### config.mk
export PLATFORM = sky130hd
export DESIGN_NAME = ddr_lane_arbiter
export DESIGN_NICKNAME = d
export VERILOG_FILES = /design/src/rtl/ddr_lane_arbiter.sv
export SDC_FILE = /design/constraint.sdc
export NUM_CORES = 1
export LEC_CHECK = 0
export ABC_AREA = 1
export ABC_CLOCK_PERIOD_IN_PS = 1550
export BUFFER_PORTS_ARGS = -buffer_cell sky130_fd_sc_hd__buf_2
export CAP_MARGIN = 10
export CORE_ASPECT_RATIO = 0.7
export CORE_MARGIN = 3
export CORE_UTILIZATION = 37
export DETAILED_ROUTE_END_ITERATION = 16
export HOLD_SLACK_MARGIN = 0.05
export PLACE_DENSITY = 0.8
export SYNTH_ARGS = -nofsm -noshare
export SYNTH_HDL_FRONTEND = slang
export SYNTH_SLANG_ARGS = --single-unit
### constraint.sdc
create_clock -name clk -period 1.55 [get_ports clk]
set_clock_uncertainty 0.05 [all_clocks]
set_input_delay 0.2325 -clock clk [delete_from_list [all_inputs] [get_ports clk]]
set_output_delay 0.2325 -clock clk [all_outputs]
set_load 0.02 [all_outputs]
### src/rtl/ddr_lane_arbiter.sv
// Round-robin scheduler sharing one dual-edge output lane among NUM_REQ requesters.
// Each accepted beat is registered as a hi-phase / lo-phase word pair for the DDR capture stage.
module ddr_lane_arbiter #(
   parameter int unsigned NUM_REQ   = 4,
   parameter int unsigned DATA_W    = 8,
   parameter int unsigned MAX_BURST = 4
) (
   input  logic                          clk,
   input  logic                          rst_n,
   input  logic                          lane_en,
   input  logic [NUM_REQ-1:0]            req_valid,
   input  logic [NUM_REQ*2*DATA_W-1:0]   req_data,
   input  logic [NUM_REQ-1:0]            req_last,
   output logic [NUM_REQ-1:0]            req_ready,
   output logic [DATA_W-1:0]             lane_hi_data,
   output logic [DATA_W-1:0]             lane_lo_data,
   output logic                          lane_vld,
   output logic [$clog2(NUM_REQ)-1:0]    lane_owner,
   output logic                          busy
);

   localparam int unsigned OW = $clog2(NUM_REQ);
   localparam int unsigned BW = (MAX_BURST > 1) ? $clog2(MAX_BURST) : 1;

   localparam logic [0:0] IDLE  = 1'b0;
   localparam logic [0:0] BURST = 1'b1;

   logic [0:0]          state;
   logic [OW-1:0]       rr_ptr;
   logic [BW-1:0]       beat_cnt;

   logic                found;
   logic [OW-1:0]       pick;
   int unsigned         idx;

   logic [2*DATA_W-1:0] own_words;
   logic                own_valid;
   logic                own_last;
   logic                hs;
   logic                burst_end;

   // First valid requester at or after rr_ptr, wrapping modulo NUM_REQ.
   always_comb begin
      found = 1'b0;
      pick  = '0;
      idx   = 0;
      for (int unsigned k = 0; k < NUM_REQ; k++) begin
         idx = (32'(rr_ptr) + k) % NUM_REQ;
         if (!found && req_valid[idx]) begin
            found = 1'b1;
            pick  = OW'(idx);
         end
      end
   end

   always_comb begin
      own_words = '0;
      own_valid = 1'b0;
      own_last  = 1'b0;
      for (int unsigned i = 0; i < NUM_REQ; i++) begin
         if (lane_owner == OW'(i)) begin
            own_words = req_data[i*2*DATA_W +: 2*DATA_W];
            own_valid = req_valid[i];
            own_last  = req_last[i];
         end
      end
   end

   always_comb begin
      req_ready = '0;
      if (state == BURST) begin
         req_ready[lane_owner] = lane_en;
      end
   end

   assign hs        = (state == BURST) && lane_en && own_valid;
   assign burst_end = own_last || (beat_cnt == BW'(MAX_BURST - 1));
   assign busy      = (state == BURST);

   always_ff @(posedge clk) begin
      if (!rst_n) begin
         state        <= IDLE;
         rr_ptr       <= '0;
         lane_owner   <= '0;
         beat_cnt     <= '0;
         lane_vld     <= 1'b0;
         lane_hi_data <= '0;
         lane_lo_data <= '0;
      end else begin
         lane_vld <= hs;
         if (hs) begin
            lane_hi_data <= own_words[DATA_W-1:0];
            lane_lo_data <= own_words[2*DATA_W-1:DATA_W];
         end
         case (state)
            IDLE: begin
               if (lane_en && found) begin
                  lane_owner <= pick;
                  beat_cnt   <= '0;
                  state      <= BURST;
               end
            end
            default: begin
               if (hs) begin
                  if (burst_end) begin
                     state  <= IDLE;
                     rr_ptr <= (lane_owner == OW'(NUM_REQ - 1)) ? '0 : lane_owner + 1'b1;
                  end else begin
                     beat_cnt <= beat_cnt + 1'b1;
                  end
               end
            end
         endcase
      end
   end

endmodule

# Word-level counts from Yosys, hierarchy flattened
# Index checks and enable logic that the tools add are counted.
# Widths: inputs -> output; s select.
[op_classes]
addsub = 5
n_lt_le_gt_ge = 6
n_eq_ne = 6
muxes = 40
n_bitwise = 2
n_reduce_logical = 16
[op_table]
columns = ["cell", "count"]
rows = [
  ["$mux 16", 4],
  ["$mux 1", 21],
  ["$mux 2", 9],
  ["$lt 2x3->1 const B", 5],
  ["$bmux 1 s2", 4],
  ["$logic_and 1x1->1", 7],
  ["$add 2x1->2 const B", 3],
  ["$eq 2x2->1 const B", 3],
  ["$reduce_and 3->1", 2],
  ["$add 2x2->2 const B", 2],
  ["$and 4x4->4", 1],
  ["$mux 4", 1],
  ["$logic_not 1->1", 3],
  ["$demux 1 s2", 1],
  ["$eq 2x1->1 const B", 1],
  ["$ge 2x1->1 const B", 1],
  ["$logic_not 2->1", 1],
  ["$ne 2x1->1 const B", 1],
  ["$ne 2x2->1 const B", 1],
  ["$reduce_and 2->1", 1],
  ["$reduce_bool 2->1", 1],
  ["$logic_or 1x1->1", 1],
  ["$not 1->1", 1],
]
[totals]
reg_bits = 24
input_bits = 75
elab_cells = 82

# Longest topological paths before layout
# Gate-level depths: netlist (run 1).
[depth]
depth_word = 15
mapped_depth = 12
depth_no_buf = 12

# Least setup slack after synthesis (run 1)
# No wires, ideal clock.
[synth_timing]
path_kind = "register to register"
from = "register lane_owner[1]"
to = "register lane_hi_data[5]"
t_arrival_ps = 1626
required_ps = 1366
setup_slack_ps = -260
stages_incl_launch_ff = 11
n_path_buf = 2
cell_sequence = "dfxtp_1 inv_1 ha_1 buf_6 nand2_1 nand3_2 a21oi_4 inv_2 buf_4 nand2_1 a21oi_1"
[synth_between]
elab_chain_cells = 6
elab_cells_between_ends = 13
classes_between = "eq/ne (3); mux (8); reduce/logical (2)"
[synth_rtl]
columns = ["item", "line", "rtl"]
rows = [
  ["from (decl)", "18", "output logic [$clog2(NUM_REQ)-1:0] lane_owner,"],
  ["from (signal assigned)", "98", "lane_owner <= pick;"],
  ["$logic_not 2->1", "61", "if (lane_owner == OW'(i)) begin"],
  ["$mux 1 (4 in a row)", "61", ""],
  ["$logic_and 1x1->1", "76", "assign hs = (state == BURST) && lane_en && own_valid;"],
  ["to (signal assigned)", "92", "lane_hi_data <= own_words[DATA_W-1:0];"],
  ["to (decl)", "15", "output logic [DATA_W-1:0] lane_hi_data,"],
]
# Several ways; a longest one is shown, not always the timed one.
# A chain may end at the register's enable or synchronous reset.

# Final worst setup path (run 1)
[layout_timing]
from = "register lane_owner[0]"
to = "register lane_hi_data[0]"
# The elaborated chain is that of the path after synthesis.

==> summary.json, run 1 <==
{
  "max_clock_freq_mhz": 551.4,
  "dp_cells": 451,
  "place_area_um2": 2555,
  "synth.distinct_cells": 27,
  "critical_path.max_stage_delay_ns": 0.38,
  "worst_slew_pin_slew_ns": 0.3786,
  "yosysWarningCount": 0,
  "fin_area_um2": 3117,
  "synthXorXnorAreaFrac_pct": 0,
  "rsz0062_at_grt": "yes",
  "max_slew_violation_total_from_the_final_report": 0,
  "leading_cell_types_in_the_layout_fill_and_taps_excluded": "buf_2 (94), nand2_1 (85), buf_4 (32), a21oi_1 (31), dfxtp_1 (20)",
  "finalSetupViolCount": 27,
  "drv.max_cap_violation_count": 0,
  "final_cells": 479,
  "totalNegativeSetupSlack_ns": -4.948,
  "worst_skew_pair.late_latency_ns": 0.28,
  "fin_ws_ns": -0.2637,
  "wire_length_per_cell_after_detailed_routing_um": 16.95,
  "clock_path_buffers": 2,
  "gpl.final_weighted_congestion": 0.8738,
  "gr-usage-met1_pct": 30.74,
  "highest_net_fanout_along_the_worst_path": 5,
  "synth_cells": 278,
  "timing.critical_path.buf_inv": 3,
  "worst_ep_required_time_ns": 1.70,
  "final-hold-violation-count": 0,
  "grt_pass1_wl_um": 10860,
  "maxSlewHeadroom_pct": 74.65,
  "clock_sinks": 24,
  "drcViolationCount": 0,
  "antenna-diode-count": 0,
  "clock-root-buffer": "clkbuf_8",
  "fin_nets": 494,
  "met3_usage_pct": 5.104,
  "floorplan.die.height_um": 64.85,
  "portBuffers": 98,
  "postSynthNetCount": 358,
  "share_of_synthesized_cell_area_in_full_adder_half_adder_and_majority_cells_pct": 3.418,
  "violations": "setup timing",
  "slowest_stage": "dfxtp_4",
  "met2_usage_pct": 36.56,
  "cp_top_family": "compound AO/OA/AOI/OAI gates",
  "tritoncts": "built",
  "run_status": "finished, violations left",
  "antenna_violating_nets_post_route": 0,
  "synth_compound_area_share_pct": 27.27,
  "crit_path_start_kind": "flip-flop",
  "globalRouteOverflowTotal": 0,
  "yosysSeqAreaShare_pct": 26.25,
  "max-vdd-ir-drop_mv": 0.3582,
  "placementRows": 20,
  "synth_top_family_by_area": "simple AND/OR/NAND/NOR gates",
  "drt-pass1-iter-count": 6,
  "yosys.area_share.simple_pct": 33.08,
  "vias": 2584,
  "post_synth_instance_area_um2": 1831,
  "min_period_ns": 1.814,
  "first_global_vias": 2231,
  "final_min_period_over_clock_period_pct": 117.0,
  "layout-area-overhead-vs-synth_pct": 70.27,
  "start_util_pct": 40.19,
  "design.die.area_um2": 5841,
  "vias_per_cell": 5.395,
  "crit_path_category": "reg -> reg",
  "yosys_register_bits": 24,
  "global_route.usage.total_pct": 22.44,
  "crit_path_end_kind": "flip-flop",
  "cts-buffers-inserted": 3,
  "final_common_cell": "buf_2",
  "cp.arrival_ns": 1.97,
  "synth.avg_cell_area_um2": 6.585,
  "post_synth_mux_area_share_pct": 0,
  "power_density_nw_per_um2": 759.9,
  "grt_start_max_net_pins": 17,
  "placement.setup.worst_slack_ns": -0.1844,
  "drt-total-wl_um": 8117,
  "floorplan.die.width_um": 90.07,
  "grt_antenna_before_repair": 0,
  "design.core.area_um2": 4554,
  "floorplan.io_pins": 99,
  "static-leakage-power_nw": 1.531,
  "top_usage_layer": "met2",
  "path_clk_slew_ns": 0.10,
  "number_of_drc_markers_after_the_initial_detailed_route_iteration": 294,
  "hpwlAfterDp_um": 5131,
  "layout-drive-gt1-share_pct": 54.72,
  "critical_path.cell_chain": "buf_12, ha_4, inv_4, o21ai_2, nand3_2, a21oi_2, buf_4, o211ai_1, a21oi_1",
  "htree_levels": 1,
  "hp-class": "in -> reg"
}
-- worst reg2reg max path, cell delays in order (launching register included) --
cell and delay [ns]:
dfxtp_4 0.38, buf_12 0.11, ha_4 0.21, inv_4 0.05
o21ai_2 0.07, nand3_2 0.14, a21oi_2 0.29, buf_4 0.18
o211ai_1 0.10, a21oi_1 0.17
-- final timing paths --
check	from	endpoint	slack, ns	cells after the start
worst min register to register	lane_lo_data[1]	lane_lo_data[1]	0.41	2
worst min-delay path	rst_n	lane_owner[1]	0.20	3
worst max-delay path	lane_owner[0]	lane_hi_data[0]	-0.26	9
worst max register to register	lane_owner[0]	lane_hi_data[0]	-0.26	9
-- synth_stat cells (all sizes together) --
cell type  number  area, um2
a31oi           3      18.77
buf            10      85.08
o211ai         18      145.1
dfxtp          24      480.5
nand2         106      427.9
o21a            3      22.52
nand4           2      12.51
nor2            9      57.56
clkbuf          6      22.52
inv            20      75.07
ha              5      62.56
nand3          14      107.6
o21ai          19      95.09
a21oi          39      217.7
-- logic make-up after synthesis --
family,count (synthesis)
simple gates,131
buf+inv,36
compound gates,82
flops,24
fa+ha+maj,5
-- area by class of cell --
| class | count | area, um2 |
|---|---|---|
| repair buffers | 146 | 987.2 |
| inverters | 20 | 95.09 |
| fillers | 335 | 1438 |
| multi-input cells | 219 | 1393 |
| well taps | 66 | 82.58 |
| flip-flops and latches | 24 | 493.0 |
| clock buffers | 4 | 66.31 |
-- layer usage --
metal	vias to the layer above	wire, um
met5	-	0
met4	0	258
met3	36	889
met2	199	3789
met1	1149	3180
li1	1200	-
-- flip-flops by register name (all words and copies together) (netlist names) --
name          flops
lane_vld          1
lane_owner        2
rr_ptr            2
beat_cnt          2
busy              1
lane_lo_data      8
lane_hi_data      8
-- metrics by stage --
stage	power (mW)	hold slack [ns]	util, %
6_report	2.368	0.1960	68.43
5_1_grt	2.498	0.1871	68.43
4_1_cts	2.151	0.1837	62.34
3_5_place_dp	1.532	0.3984	56.10
3_3_place_gp	1.508	0.4027	56.10
2_1_floorplan	1.212	0.3092	-
-- repair_timing --
| action | CTS | global route |
|---|---|---|
| hold buffers | 0 | 0 |
| buffers inserted | 6 | 16 |
| gates cloned | 2 | 0 |
| pin swaps | 13 | 13 |
| setup endpoints to repair | 27 | 28 |
| resized for setup | 44 | 38 |
-- power breakdown --
group	switching [mW]	leakage, nW	internal [mW]	total (mW)
Combinational	0.648	1.30	0.540	1.19
Clock	0.220	0.0339	0.281	0.501
Sequential	0.0322	0.197	0.647	0.679
Total	0.900	1.53	1.47	2.37
Power figures use the tool's default switching activity.
==> inputs of run 2 (changes only) <==
--- a/config.mk
+++ b/config.mk
@@ -15,6 +15,7 @@
 export DETAILED_ROUTE_END_ITERATION = 16
 export HOLD_SLACK_MARGIN = 0.05
 export PLACE_DENSITY = 0.8
+export SETUP_SLACK_MARGIN = 0.05
 export SYNTH_ARGS = -nofsm -noshare
 export SYNTH_HDL_FRONTEND = slang
 export SYNTH_SLANG_ARGS = --single-unit
==> summary.json, run 2 (synthesis results as in run 1) <==
{
  "antenna-diode-count": {"value": 0, "change": "unchanged"},
  "layout-area-overhead-vs-synth": {"value": 62.06, "unit": "%", "change": "was 70.27%"},
  "floorplan.io_pins": {"value": 99, "change": "unchanged"},
  "path_clk_slew": {"value": 0.09, "unit": "ns", "change": "was 0.10 ns"},
  "totalNegativeSetupSlack": {"value": -3.123, "unit": "ns", "change": "was -4.948 ns"},
  "static-leakage-power": {"value": 1.476, "unit": "nW", "change": "was 1.531 nW"},
  "vias_per_cell": {"value": 5.060, "change": "was 5.395"},
  "worst_ep_required_time": {"value": 1.71, "unit": "ns", "change": "was 1.70 ns"},
  "global_route.usage.total": {"value": 20.91, "unit": "%", "change": "was 22.44%"},
  "whs_endpoint": {"value": "rr_ptr[1]", "change": "was lane_owner[1]"},
  "drt-pass1-iter-count": {"value": 4, "change": "was 6"},
  "maxSlewHeadroom": {"value": 69.58, "unit": "%", "change": "was 74.65%"},
  "timing.critical_path.mode_cell": "buf_12",
  "holdPathStages": {"value": 3, "change": "unchanged"},
  "design.die.area": {"value": 5841, "unit": "um2", "change": "unchanged"},
  "tritoncts": {"value": "built", "change": "unchanged"},
  "run_status": {"value": "finished, violations left", "change": "unchanged"},
  "drv.max_cap_violation_count": {"value": 0, "change": "unchanged"},
  "hp-class": {"value": "in -> reg", "change": "unchanged"},
  "grt_pass1_wl": {"value": 9956, "unit": "um", "change": "was 10860 um"},
  "fin_ws": {"value": -0.2013, "unit": "ns", "change": "was -0.2637 ns"},
  "max_clock_freq": {"value": 571.0, "unit": "MHz", "change": "was 551.4 MHz"},
  "crit_path_start_kind": {"value": "flip-flop", "change": "unchanged"},
  "hold_path.startpoint": {"value": "rst_n", "change": "unchanged"},
  "layout-drive-gt1-share": {"value": 51.50, "unit": "%", "change": "was 54.72%"},
  "flop2flop_setup_slack": {"value": -0.20, "unit": "ns", "change": "was -0.26 ns"},
  "wire_length_per_cell_after_detailed_routing": {"value": 14.80, "unit": "um", "change": "was 16.95 um"},
  "critical_path.cell_chain": {"value": "buf_6, ha_4, a21oi_1, a21oi_4, buf_12, buf_12, a31oi_1, o21a_1", "change": "was buf_12, ha_4, inv_4, o21ai_2, nand3_2, a21oi_2, buf_4, o211ai_1, a21oi_1"},
  "reg_top3": {"value": "lane_hi_data (8), lane_lo_data (8)", "change": "unchanged"},
  "max-vdd-ir-drop": {"value": 0.4520, "unit": "mV", "change": "was 0.3582 mV"},
  "cts-buffers-inserted": {"value": 3, "change": "unchanged"},
  "floorplan.die.height": {"value": 64.85, "unit": "um", "change": "unchanged"},
  "cp.arrival": {"value": 1.91, "unit": "ns", "change": "was 1.97 ns"},
  "floorplan.die.width": {"value": 90.07, "unit": "um", "change": "unchanged"},
  "grt_start_max_net_pins": {"value": 20, "change": "was 17"},
  "grt_antenna_before_repair": {"value": 0, "change": "unchanged"},
  "fin_nets": {"value": 481, "change": "was 494"},
  "gpl.final_weighted_congestion": {"value": 0.8605, "change": "was 0.8738"},
  "placementRows": {"value": 20, "change": "unchanged"},
  "portBuffers": {"value": 98, "change": "unchanged"},
  "slowest_stage": {"value": "dfxtp_4", "change": "unchanged"},
  "clock-root-buffer": {"value": "clkbuf_8", "change": "unchanged"},
  "rsz0062_at_grt": {"value": "yes", "change": "unchanged"},
  "critical_path.reg2reg.startpoint": {"value": "lane_owner[1]", "change": "was lane_owner[0]"},
  "vias": {"value": 2358, "change": "was 2584"},
  "highest_net_fanout_along_the_worst_path": {"value": 7, "change": "was 5"},
  "final_min_period_over_clock_period": {"value": 113.0, "unit": "%", "change": "was 117.0%"},
  "number_of_drc_markers_after_the_initial_detailed_route_iteration": {"value": 236, "change": "was 294"},
  "drcViolationCount": {"value": 0, "change": "unchanged"},
  "final-hold-violation-count": {"value": 0, "change": "unchanged"},
  "min_period": {"value": 1.751, "unit": "ns", "change": "was 1.814 ns"},
  "worst_r2r_endpoint": {"value": "lane_lo_data[4]", "change": "was lane_hi_data[0]"},
  "globalRouteOverflowTotal": {"value": 0, "change": "unchanged"},
  "power_density": {"value": 714.2, "unit": "nW/um2", "change": "was 759.9 nW/um2"},
  "worst_skew_pair.late_latency": {"value": 0.27, "unit": "ns", "change": "was 0.28 ns"},
  "leading_cell_types_in_the_layout_fill_and_taps_excluded": {"value": "buf_2 (94), nand2_1 (86), a21oi_1 (32), buf_4 (25), dfxtp_1 (19)", "change": "was buf_2 (94), nand2_1 (85), buf_4 (32), a21oi_1 (31), dfxtp_1 (20)"},
  "first_global_vias": {"value": 2140, "change": "was 2231"},
  "rr_worst_depth": {"value": 8, "change": "was 9"},
  "clock_path_buffers": {"value": 2, "change": "unchanged"},
  "crit_path_category": {"value": "reg -> reg", "change": "unchanged"},
  "antenna_violating_nets_post_route": {"value": 0, "change": "unchanged"},
  "finalSetupViolCount": {"value": 24, "change": "was 27"},
  "worst_slew_pin_slew": {"value": 0.4515, "unit": "ns", "change": "was 0.3786 ns"},
  "final_common_cell": {"value": "buf_2", "change": "unchanged"},
  "start_util": {"value": 40.19, "unit": "%", "change": "unchanged"},
  "layout.filler_cells": {"value": 399, "change": "was 335"},
  "critical_path.max_stage_delay": {"value": 0.37, "unit": "ns", "change": "was 0.38 ns"},
  "violations": {"value": "setup timing", "change": "unchanged"},
  "crit_path_end_kind": {"value": "flip-flop", "change": "unchanged"},
  "drt-total-wl": {"value": 6897, "unit": "um", "change": "was 8117 um"},
  "htree_levels": {"value": 1, "change": "unchanged"},
  "fin_util": {"value": 65.14, "unit": "%", "change": "was 68.43%"},
  "max_slew_violation_total_from_the_final_report": {"value": 0, "change": "unchanged"},
  "final.hold.worst_slack": {"value": 0.1715, "unit": "ns", "change": "was 0.1960 ns"},
  "design.core.area": {"value": 4554, "unit": "um2", "change": "unchanged"},
  "clock_sinks": {"value": 24, "change": "unchanged"},
  "hpwlAfterDp": {"value": 5072, "unit": "um", "change": "was 5131 um"}
}
run 2: cell types whose count changed in the layout (fill, tap and decap cells not counted), moves of 3 or more:
cell     before  now
o21ai_0       6    9
nand2_2      19   16
nand3_2       9    6
buf_4        32   25
buf_6        15    6
run 2: where the power goes:
| part | internal (mW) | switching (mW) | leakage [nW] |
|---|---|---|---|
| Clock | 0.184 | 0.194 | 0.0228 |
| Sequential | 0.647 | 0.0337 | 0.198 |
| Combinational | 0.475 | 0.586 | 1.26 |
| Total | 1.30 | 0.814 | 1.48 |
run 2: layer usage:
| layer | wire length [um] | GRT usage (%) |
|---|---|---|
| met5 | 0 | 0 |
| met4 | 78 | 3.626 |
| met3 | 431 | 3.248 |
| met2 | 3367 | 35.16 |
| met1 | 3019 | 28.76 |
run 2: through the flow:
step           worst slack (ns)  instances  instance area [um2]  power (mW)
3_3_place_gp            -0.1368        450                 2567       1.518
3_5_place_dp            -0.1556        450                 2567       1.530
6_report                -0.2013        466                 2967       2.119
2_1_floorplan          -0.04806        278                 1898       1.214
5_1_grt                 -0.2458        466                 2967       2.249
4_1_cts                 -0.1281        462                 2809       2.029
run 2: worst max path at each step:
stage / start / end / slack [ns] / depth (start not counted)
floorplan: lane_owner[0] / lane_hi_data[5] / -0.05 / 10
global placement: lane_owner[0] / beat_cnt[0] / -0.14 / 10
detailed placement: lane_owner[0] / lane_lo_data[6] / -0.16 / 9
CTS: lane_owner[1] / beat_cnt[0] / -0.13 / 11
global route: lane_owner[0] / lane_lo_data[2] / -0.25 / 11
finish: lane_owner[1] / lane_lo_data[4] / -0.20 / 8
run 2: area by class of cell:
type                            instances  area [um2]  share of cell area [%]
Sequential cell                        24       496.7                   16.74
Tap cell                               66       82.58                   2.784
Multi-Input combinational cell        218        1326                   44.71
Timing Repair Buffer                  134       915.9                   30.87
Clock buffer                            4       45.04                   1.518
Inverter                               20       100.1                   3.374
run 2: what timing repair did:
action / CTS / global route
gates resized for setup: 24 / 42
gates cloned: 2 / 0
setup endpoints to repair: 28 / 28
pin swaps: 10 / 18
hold buffers: 0 / 0
buffers inserted: 6 / 4
run 2: worst max-delay path: cells and delay by family, from the launching register on:
family / cells / cell delay [ns]
adder cells (fa/ha/maj): 1 / 0.17
flip-flops: 1 / 0.37
AO/OA/AOI/OAI: 4 / 0.71
buffers and inverters: 3 / 0.39
